**src/rtl/pwm_out_ctrl_if.sv**
```systemverilog
// pwm_out_ctrl_if: register write channel into the PWM output controller
// Ports: wr_valid/wr_addr/wr_data driven by the master, wr_ready returned by the controller
interface pwm_out_ctrl_if;
    logic       wr_valid;
    logic       wr_ready;
    logic [3:0] wr_addr;
    logic [7:0] wr_data;
    modport master (output wr_valid, wr_addr, wr_data, input wr_ready);
    modport slave  (input wr_valid, wr_addr, wr_data, output wr_ready);
endinterface

```
**src/rtl/pwm_out_ctrl.sv**
```systemverilog
// pwm_out_ctrl: shadowed duty/mode registers and shared PWM period counter for the 7-bit output stage
// Ports: clk, rst_n (async active-low); wr (write channel, slave side);
//        pwm_dc per-channel PWM level; sel_pwm, invert_polarity, ovalues from the active set;
//        period_tick pulse per boundary while enabled; pending when shadow differs from what was applied
module pwm_out_ctrl #(
    parameter int NCH        = 7,
    parameter int CNT_W      = 7,
    parameter int PERIOD_RST = 127
) (
    input  logic             clk,
    input  logic             rst_n,
    pwm_out_ctrl_if.slave    wr,
    output logic [NCH-1:0]   pwm_dc,
    output logic             sel_pwm,
    output logic             invert_polarity,
    output logic [NCH-1:0]   ovalues,
    output logic             period_tick,
    output logic             pending
);
    logic [CNT_W-1:0] duty_sh  [NCH];
    logic [CNT_W-1:0] duty_act [NCH];
    logic [NCH-1:0]   ov_sh, ov_act;
    logic [2:0]       ctrl_sh, ctrl_act;
    logic [CNT_W-1:0] per_sh, per_act, cnt;
    logic             en_act, boundary, apply, acc;
    assign en_act          = ctrl_act[2];
    assign boundary        = en_act && (cnt == per_act);
    // while disabled the shadow is mirrored every edge; while enabled only at the wrap
    assign apply           = !en_act || boundary;
    // writes are refused on the wrap edge so a write can never race the shadow copy
    assign wr.wr_ready     = !boundary;
    assign acc             = wr.wr_valid && wr.wr_ready;
    assign sel_pwm         = ctrl_act[0];
    assign invert_polarity = ctrl_act[1];
    assign ovalues         = ov_act;
    always_ff @(posedge clk or negedge rst_n) begin
        if (!rst_n) begin
            for (int i = 0; i < NCH; i++) begin
                duty_sh[i]  <= '0;
                duty_act[i] <= '0;
            end
            ov_sh       <= '0;
            ov_act      <= '0;
            ctrl_sh     <= '0;
            ctrl_act    <= '0;
            per_sh      <= CNT_W'(PERIOD_RST);
            per_act     <= CNT_W'(PERIOD_RST);
            cnt         <= '0;
            pwm_dc      <= '0;
            period_tick <= 1'b0;
            pending     <= 1'b0;
        end else begin
            for (int i = 0; i < NCH; i++) begin
                pwm_dc[i] <= en_act && (cnt < duty_act[i]);
                if (apply) duty_act[i] <= duty_sh[i];
                if (acc && wr.wr_addr == 4'(i)) duty_sh[i] <= wr.wr_data[CNT_W-1:0];
            end
            if (apply) begin
                ov_act   <= ov_sh;
                ctrl_act <= ctrl_sh;
                per_act  <= per_sh;
            end
            if (acc && wr.wr_addr == 4'd8) ov_sh <= wr.wr_data[NCH-1:0];
            if (acc && wr.wr_addr == 4'd9) ctrl_sh <= wr.wr_data[2:0];
            if (acc && wr.wr_addr == 4'd10) per_sh <= wr.wr_data[CNT_W-1:0];
            cnt         <= apply ? '0 : cnt + 1'b1;
            period_tick <= boundary;
            pending     <= acc ? 1'b1 : apply ? 1'b0 : pending;
        end
    end
endmodule

```
**src/flat_wrapper.sv**
```systemverilog
// flat-port wrapper written by rule: the top's interface ports become plain ports
module pwm_out_ctrl_flat 
#(
    parameter int NCH        = 7,
    parameter int CNT_W      = 7,
    parameter int PERIOD_RST = 127
)
  (clk, rst_n, pwm_dc, sel_pwm, invert_polarity, ovalues, period_tick, pending, wr_wr_valid, wr_wr_addr, wr_wr_data, wr_wr_ready);
  pwm_out_ctrl_if wr_i ();
  input  logic clk;
  input  logic rst_n;
  output logic [NCH-1:0] pwm_dc;
  output logic sel_pwm;
  output logic invert_polarity;
  output logic [NCH-1:0] ovalues;
  output logic period_tick;
  output logic pending;
  input wire logic [$bits(wr_i.wr_valid)-1:0] wr_wr_valid;
  input wire logic [$bits(wr_i.wr_addr)-1:0] wr_wr_addr;
  input wire logic [$bits(wr_i.wr_data)-1:0] wr_wr_data;
  output wire logic [$bits(wr_i.wr_ready)-1:0] wr_wr_ready;
  assign wr_i.wr_valid = wr_wr_valid;
  assign wr_i.wr_addr = wr_wr_addr;
  assign wr_i.wr_data = wr_wr_data;
  assign wr_wr_ready = wr_i.wr_ready;
  pwm_out_ctrl #(.NCH(NCH), .CNT_W(CNT_W), .PERIOD_RST(PERIOD_RST)) u_core (.clk(clk), .rst_n(rst_n), .wr(wr_i), .pwm_dc(pwm_dc), .sel_pwm(sel_pwm), .invert_polarity(invert_polarity), .ovalues(ovalues), .period_tick(period_tick), .pending(pending));
endmodule
```
**config.mk**
```make
export PLATFORM = sky130hd
export DESIGN_NAME = pwm_out_ctrl_flat
export DESIGN_NICKNAME = d
export VERILOG_FILES = /design/src/rtl/pwm_out_ctrl_if.sv /design/src/rtl/pwm_out_ctrl.sv /design/src/flat_wrapper.sv
export SDC_FILE = /design/constraint.sdc
export NUM_CORES = 1
export LEC_CHECK = 0
export BUFFER_PORTS_ARGS = -buffer_cell sky130_fd_sc_hd__buf_2
export CAP_MARGIN = 20
export CORE_ASPECT_RATIO = 2
export CORE_UTILIZATION = 50
export DETAILED_ROUTE_END_ITERATION = 8
export PLACE_DENSITY_LB_ADDON = 0.15
export SYNTH_ARGS = -nofsm -noshare
export SYNTH_HDL_FRONTEND = slang
export SYNTH_SLANG_ARGS = --single-unit
```
**constraint.sdc**
```tcl
create_clock -name clk -period 2.9 [get_ports clk]
set_input_delay 0.29 -clock clk [delete_from_list [all_inputs] [get_ports clk]]
set_output_delay 0.29 -clock clk [all_outputs]
set_load 0.02 [all_outputs]
```
==> results of run 1 <==
sequential cells by signal (all words and copies together) (netlist names):
name	cells
u_core.per_act	7
u_core.duty_act	49
u_core.pwm_dc	7
u_core.period_tick	1
u_core.ov_sh	7
u_core.pending	1
u_core.ovalues	7
u_core.duty_sh	49
u_core.cnt	7
u_core.per_sh	7
u_core.ctrl_sh	3
u_core.ctrl_act	3
metrics by stage:
step	worst slack (ps)	hold slack (ps)
after detailed placement	410	290
after global placement	460	283
after floorplan	785	-5.59
after global routing	322	279
final	428	280
after CTS	404	274
layer usage:
metal / part of all wire / global-route usage / vias up
li1: - / - / 1808
met1: 0.41 / 0.239 / 1965
met2: 0.54 / 0.380 / 56
met3: 0.028 / 0.0540 / 18
met4: 0.025 / 0.0825 / 0
met5: 0 / 0 / -
power groups by stage:
stage | logic [mW] | registers [mW] | clock network, mW
after detailed placement | 3.28 | 3.43 | 0
after global placement | 3.18 | 3.37 | 0
after CTS | 3.32 | 3.39 | 2.30
final | 3.26 | 3.39 | 2.25
after floorplan | 2.43 | 3.48 | 0
after global routing | 3.63 | 3.51 | 2.38
logic make-up (layout without fill, tap and decap cells):
group	after synthesis	in the layout	share of synthesized area
mux	131	131	0.218
xor+xnor	12	12	0.0155
simple gates	56	56	0.0555
fa+ha+maj	43	43	0.0795
compound gates	38	38	0.0407
flops	148	148	0.550
buf+inv	59	122	0.0410
cell type report:
class	instances	area (um2)	area share
inverters	46	173	0.0223
well taps	152	190	0.0245
multi-input cells	280	2770	0.357
repair buffers	44	284	0.0366
flip-flops and latches	148	3720	0.480
clock buffers	19	443	0.0571
clock inverters	13	175	0.0226
how the worst max path moves through the flow:
stage	to
final	u_core.duty_sh[23]
after global placement	u_core.duty_sh[37]
after detailed placement	u_core.duty_sh[40]
after floorplan	u_core.ctrl_act[0]
after CTS	u_core.duty_sh[40]
after global routing	u_core.duty_sh[7]
cell usage after synthesis, drive strengths merged:
cell type / count
nand4b: 2
dfrtp: 134
nor2b: 8
o21ai: 2
nor3: 2
ha: 43
nor2: 10
nor4b: 1
or4: 2
nand4: 1
a21o: 21
or2: 1
xor2: 5
o21a: 1
nand3: 6
nand2b: 9
nand2: 3
and3: 9
inv: 46
nor4: 2
mux2: 131
dfstp: 14
buf: 11
xnor2: 7
a21oi: 7
clkbuf: 2
a2111oi: 7
tightest hold or removal path: stages:
cell and delay [ps]:
buf_2 110, o21ai_2 140, o21ai_0 110
==> metrics.yaml, run 1 <==
synth_top_cell_area_share: 0.495
rows: 59
whs_endpoint: "u_core.pending"
start_util: 0.515
max_freq_ghz: 0.405
grt_overflow: 0
mostFrequentLayoutCells: "134 x dfrtp_1, 131 x mux2_2, 46 x inv_1"
worstMarginPinSlew_ps: 922
ys_types: 33
drive_above_1_share: 0.422
cts.path.max_buffers: 2
p_seq_frac: 0.381
rsz0062_at_grt: "false"
power.leakage_nw: 3.70
crit_required_ps: 3200
place_hpwl_um: 8850
cts.sinks: 148
ys_ff_latch: 148
hold_depth: 3
rrSetupSlack_ps: 430
dpl_cell_area_um2: 7130
syn_nets: 545
layout.cells.most_common: "dfrtp_1"
setup_viol: 0
drv_slew: 0
syn_to_final_growth_pct: 14.6
synth_area_per_cell_um2: 13.9
worstRegToRegCells: 5
synth_area_leaders: "dfrtp_1 50%, mux2_2 22%, ha_1 7.9%"
slowest_stage: "nor4b_2"
pwr-share-comb: 0.367
core-area_um2: 13100
antenna_found_initial: 0
fin_skew_ps: 7.94
post_cts_buffers: 0
power.switching_mw: 2.78
cp_max_fo: 8
cp.arrival_ps: 2770
hold_path_class: "input pin to flop"
syn_inst: 487
critPathMaxStageDelay_ps: 820
grt_pass1_wl_um: 22000
status: "finished clean"
cts_tree: "yes"
io_buffer_count: 32
cts_resized: 0
final_cells: 702
wl_per_cell_um: 19.1
holdCritStartpoint: "wr_wr_valid"
r2r-start: "u_core.ctrl_act[2]"
fin_crit_sh: 0.852
critPathTopFamily: "simple AND/OR/NAND/NOR gates"
cap_violations: 0
grt_max_degree: 64
synth_top_area_cell: "dfrtp_1"
start_kind: "flop"
nFillCells: 1072
drtPass1Iterations: 4
r2r_end: "u_core.duty_sh[23]"
fin_util: 0.590
gp_congestion: 0.751
dieHeight_um: 167
hold_violations: 0
groute.usage.overall: 0.212
antenna_cells: 0
finalInstanceArea_um2: 7750
detail_route.wirelength_um: 13400
vias: 3847
path_cells: "inv_1, or4_4, o21ai_2, nor4b_2, mux2_2"
drc_errors: 0
clkPwrFrac: 0.252
cts-buffers-inserted: 17
htreeDepth: 4
yosysSeqAreaShare: 0.550
die_w_um: 84.3
p_int_mw: 6.12
p_per_area_nw_per_um2: 1150
power_mw: 8.90
critPathKind: "flop to flop"
ys_warn_count: 0
cts_hold_buf: 1
die-area_um2: 14000
setup_tns_ps: 0
via_per_inst: 5.48
cts_root_buf: "clkbuf_16"
syn_area_um2: 6770
endpoint_kind: "flop"
antenna_left: 0
cp_num_cells: 5
nNetsFinal: 595
grt_pass1_vias: 4210
clk_pin_slew_ps: 60
io_pins: 34
dp.cells: 669
cp_num_buf_inv: 1
period_minus_slack_ps: 2470
worstSkewPairLatency_ps: 410
irDropWorstVdd_v: 0.000918
relSlewSlack: 0.380
switching_share: 0.312
drtIter0Drc: 153
cp-startpoint: "u_core.ctrl_act[2]"
No activity file was read; power rests on OpenSTA's default activity.
==> run 2: changes to the inputs <==
--- a/config.mk
+++ b/config.mk
@@ -5,11 +5,11 @@
 export SDC_FILE = /design/constraint.sdc
 export NUM_CORES = 1
 export LEC_CHECK = 0
-export BUFFER_PORTS_ARGS = -buffer_cell sky130_fd_sc_hd__buf_2
 export CAP_MARGIN = 20
 export CORE_ASPECT_RATIO = 2
 export CORE_UTILIZATION = 50
 export DETAILED_ROUTE_END_ITERATION = 8
+export DONT_BUFFER_PORTS = 1
 export PLACE_DENSITY_LB_ADDON = 0.15
 export SYNTH_ARGS = -nofsm -noshare
 export SYNTH_HDL_FRONTEND = slang
==> metrics.yaml, run 2 (synthesized netlist as in run 1, its figures left out) <==
status: "finished with violations"
violations: "hold timing"
grt_pass1_wl_um: 21800  # -0.72%
mostFrequentLayoutCells: "134 x dfrtp_1, 131 x mux2_2, 46 x inv_1"
die_w_um: 84.3  # unchanged
endpoint_kind: "flop"
cp_max_fo: 8  # unchanged
power.leakage_nw: 3.57  # -3.5%
core-area_um2: 13100  # unchanged
start_kind: "flop"
crit_required_ps: 3190  # about the same
period_minus_slack_ps: 2500  # +30.3 ps
fin_skew_ps: 11.3  # +3.41 ps
hold_path_class: "input pin to asynchronous set/reset pin"
rrSetupSlack_ps: 400  # -30 ps
r2r_end: "u_core.duty_sh[10]"
drive_above_1_share: 0.390  # -0.0319
critPathKind: "flop to flop"
setup_viol: 0  # unchanged
groute.usage.overall: 0.209  # -0.00325
post_cts_buffers: 0  # unchanged
finalInstanceArea_um2: 7560  # -2.5%
layout.cells.most_common: "dfrtp_1"
hold_violations: 148  # +148
clk_pin_slew_ps: 70  # about the same
via_per_inst: 5.59  # +2.1%
antenna_found_initial: 0  # unchanged
dpl_cell_area_um2: 6960  # -2.4%
nNetsFinal: 563  # -5.4%
reg.largest.list: "u_core.duty_act: 49 flops, u_core.duty_sh: 49 flops"
dieHeight_um: 167  # unchanged
worstRegToRegCells: 5  # unchanged
cp.arrival_ps: 2790  # +20 ps
cap_violations: 0  # unchanged
fin_crit_sh: 0.863  # +0.0105
cts.sinks: 148  # unchanged
setup_tns_ps: 0  # unchanged
relSlewSlack: 0.380  # about the same
irDropWorstVdd_v: 0.000607  # -34%
grt_overflow: 0  # unchanged
grt_max_degree: 149  # +130%
p_per_area_nw_per_um2: 1160  # +1.1%
cts_tree: "yes"
worstMarginPinSlew_ps: 922  # -0.306 ps
grt_pass1_vias: 4183  # -0.64%
rows: 59  # unchanged
max_freq_ghz: 0.400  # -1.2%
vias: 3747  # -2.6%
place_hpwl_um: 8720  # -1.5%
nFillCells: 1093  # +2.0%
gp_congestion: 0.778  # +3.6%
io_buffer_count: 0  # -100%
die-area_um2: 14000  # unchanged
drtIter0Drc: 123  # -20%
drv_slew: 0  # unchanged
cts_root_buf: "clkbuf_16"
antenna_cells: 0  # unchanged
drtPass1Iterations: 4  # unchanged
r2r-start: "u_core.ctrl_act[2]"
drc_errors: 0  # unchanged
cts-buffers-inserted: 17  # unchanged
io_pins: 34  # unchanged
worstSkewPairLatency_ps: 420  # about the same
detail_route.wirelength_um: 13200  # -1.2%
start_util: 0.515  # unchanged
wl_per_cell_um: 19.7  # +3.5%
rsz0062_at_grt: "false"
htreeDepth: 4  # unchanged
fin_hold_ws_ps: -439  # -720 ps
cts_resized: 0  # unchanged
cts.path.max_buffers: 2  # unchanged
antenna_left: 0  # unchanged
syn_to_final_growth_pct: 11.8
==> run 2: stage by stage <==
step / utilization / power (mW) / cells / worst slack [ps]
finish: 0.576 / 8.78 / 670 / 398
global route: 0.576 / 9.37 / 670 / 263
CTS: 0.576 / 8.90 / 670 / 388
detailed placement: 0.529 / 6.58 / 638 / 408
global placement: 0.529 / 6.42 / 638 / 449
floorplan: - / 5.91 / 487 / 785
==> run 2: worst max-delay path, cell delays in order (launching register included) <==
cell and delay, ps:
dfrtp_1 400, inv_1 370, or4_4 250, o21ai_2 140, nor4_2 790, mux2_2 420
==> run 2: cell type report <==
cell class | count | area [um2] | share of cell area
clock inverters | 15 | 183 | 0.0242
multi-input cells | 280 | 2770 | 0.366
flip-flops and latches | 148 | 3720 | 0.492
repair buffers | 12 | 103 | 0.0136
inverters | 46 | 173 | 0.0228
well taps | 152 | 190 | 0.0251
clock buffers | 17 | 425 | 0.0562
==> run 2: worst max-delay path by stage <==
stage,start,end,slack [ps],cells after the start
floorplan,u_core.cnt[2],u_core.ctrl_act[0],790,6
global placement,u_core.per_act[6],u_core.duty_act[23],450,6
detailed placement,u_core.per_act[5],u_core.duty_act[22],410,6
CTS,u_core.per_act[5],u_core.duty_act[22],390,6
global route,u_core.ctrl_act[2],u_core.duty_sh[10],260,5
finish,u_core.ctrl_act[2],u_core.duty_sh[10],400,5
==> run 2: metal layers <==
layer | up-vias | part of all wire | GRT usage
met2 | 49 | 0.55 | 0.380
met1 | 1947 | 0.41 | 0.238
met3 | 18 | 0.026 | 0.0421
met4 | 0 | 0.021 | 0.0787
met5 | - | 0 | 0
li1 | 1733 | - | -
==> run 2: power breakdown <==
part / internal [mW] / total, mW / leakage [nW] / switching [mW]
combinational: 1.69 / 3.00 / 1.49 / 1.31
sequential: 2.99 / 3.53 / 1.79 / 0.540
clock: 1.31 / 2.25 / 0.298 / 0.935
==> run 3: changes to the inputs <==
--- a/config.mk
+++ b/config.mk
@@ -8,9 +8,11 @@
 export CAP_MARGIN = 20
 export CORE_ASPECT_RATIO = 2
 export CORE_UTILIZATION = 50
+export CTS_CLUSTER_SIZE = 8
 export DETAILED_ROUTE_END_ITERATION = 8
 export DONT_BUFFER_PORTS = 1
 export PLACE_DENSITY_LB_ADDON = 0.15
+export RECOVER_POWER = 100
 export SYNTH_ARGS = -nofsm -noshare
 export SYNTH_HDL_FRONTEND = slang
 export SYNTH_SLANG_ARGS = --single-unit
==> metrics.yaml, run 3 (synthesized netlist as in run 1, its figures left out) <==
place_hpwl_um: 8720  # unchanged
io_pins: 34  # unchanged
p_int_mw: 5.97  # -0.36%
rows: 59  # unchanged
start_kind: "flop"
drtIter0Drc: 129  # +4.9%
layout.cells.most_common: "dfrtp_1"
wl_per_cell_um: 19.8  # +0.48%
cts.sinks: 148  # unchanged
detail_route.wirelength_um: 13300  # +0.48%
clkPwrFrac: 0.257  # about the same
cts-buffers-inserted: 17  # unchanged
fin_hold_ws_ps: -443  # -3.29 ps
worstSkewPairLatency_ps: 420  # about the same
crit_required_ps: 3240  # +50 ps
cts_root_buf: "clkbuf_16"
power.switching_mw: 2.79  # about the same
setup_viol: 0  # unchanged
drive_above_1_share: 0.371  # -0.0193
switching_share: 0.318  # +0.000680
drc_errors: 0  # unchanged
status: "finished with violations"
die_w_um: 84.3  # unchanged
p_per_area_nw_per_um2: 1160  # +0.27%
cp_max_fo: 8  # unchanged
start_util: 0.515  # unchanged
clk_pin_slew_ps: 70  # about the same
power.leakage_nw: 3.54  # -0.85%
grt_pass1_wl_um: 21800  # unchanged
vias: 3744  # -0.080%
pwr-share-comb: 0.340  # -0.002
dieHeight_um: 167  # unchanged
antenna_cells: 0  # unchanged
drv_slew: 0  # unchanged
critPathKind: "flop to flop"
syn_to_final_growth_pct: 11.2
grt_pass1_vias: 4183  # unchanged
fin_crit_sh: 0.926  # +0.0636
reg.largest.list: "u_core.duty_act: 49 flops, u_core.duty_sh: 49 flops"
groute.usage.overall: 0.209  # unchanged
mostFrequentLayoutCells: "134 x dfrtp_1, 131 x mux2_2, 46 x inv_1"
via_per_inst: 5.59  # about the same
gp_congestion: 0.778  # unchanged
max_freq_ghz: 0.372  # -6.9%
nNetsFinal: 563  # unchanged
hold_path_class: "input pin to asynchronous set/reset pin"
antenna_found_initial: 0  # unchanged
io_buffer_count: 0  # unchanged
worstMarginPinSlew_ps: 1220  # +297 ps
endpoint_kind: "flop"
cp-startpoint: "u_core.ctrl_act[2]"
htreeDepth: 4  # unchanged
antenna_left: 0  # unchanged
r2r-start: "u_core.ctrl_act[2]"
die-area_um2: 14000  # unchanged
post_cts_buffers: 0  # unchanged
period_minus_slack_ps: 2690  # +184 ps
fin_skew_ps: 12.4  # +1.08 ps
relSlewSlack: 0.181  # -0.199
rsz0062_at_grt: "false"
cts.path.max_buffers: 2  # unchanged
core-area_um2: 13100  # unchanged
drtPass1Iterations: 4  # unchanged
setup_tns_ps: 0  # unchanged
irDropWorstVdd_v: 0.000606  # -0.16%
grt_overflow: 0  # unchanged
violations: "hold timing"
cap_violations: 0  # unchanged
cp.arrival_ps: 3030  # +240 ps
hold_violations: 148  # unchanged
grt_max_degree: 149  # unchanged
p_seq_frac: 0.403  # about the same
cts_tree: "yes"
## run 3: cell count changes in the layout (fill, tap and decap cells not counted), sizes merged
cell    delta
clkbuf     +1
buf        -1
## run 3: what timing repair did
item,in CTS,in global routing
hold endpoints to repair,148,148
setup endpoints to repair,0,0
resized for setup,0,0
## run 3: through the flow
| step | cells | instance area [um2] | total power [mW] | util | setup WS, ps |
|---|---|---|---|---|---|
| global placement | 638 | 6960 | 6.42 | 0.529 | 449 |
| global route | 670 | 7520 | 9.34 | 0.573 | 138 |
| finish | 670 | 7520 | 8.75 | 0.573 | 213 |
| CTS | 670 | 7560 | 8.90 | 0.576 | 388 |
| floorplan | 487 | 6770 | 5.91 | - | 785 |
| detailed placement | 638 | 6960 | 6.58 | 0.529 | 408 |
## run 3: routing by layer
metal | GRT usage | up-vias | routed length [um]
met5 | 0 | - | 0
met4 | 0.0787 | 0 | 276
met3 | 0.0421 | 19 | 330
met2 | 0.380 | 48 | 7230
met1 | 0.238 | 1942 | 5450
li1 | - | 1735 | -
## run 3: final cells by class
class	instances	area [um2]
Multi-Input combinational cell	280	2730
Tap cell	152	190
Sequential cell	148	3720
Clock buffer	17	425
Fill cell	1101	5620
Clock inverter	15	183
Timing Repair Buffer	12	98.8
Inverter	46	173
## run 3: worst max-delay path, stage by stage, from the launching register on
cell and delay [ps]:
dfrtp_1 400, inv_1 360, or4_1 270, o21ai_2 150, nor3_1 1000, mux2_2 420
## run 3: final timing paths
| kind | endpoint | slack, ps | cells past startpoint |
|---|---|---|---|
| worst max-delay path | u_core.per_sh[6] | 210 | 5 |
| worst min-delay path | u_core.duty_sh[17] | -440 | 0 |
| worst max register to register | u_core.per_sh[6] | 210 | 5 |
| worst min register to register | u_core.ctrl_act[2] | 450 | 1 |
| max in group asynchronous | u_core.per_sh[6] | 3050 | 0 |
| min in group clk | u_core.duty_sh[17] | 20 | 1 |
## run 3: power groups by stage
stage	Sequential [mW]	Combinational (mW)	Clock, mW
floorplan	3.48	2.43	0
global placement	3.52	2.89	0
detailed placement	3.57	3.01	0
CTS	3.54	3.06	2.30
global route	3.65	3.32	2.38
finish	3.53	2.98	2.25
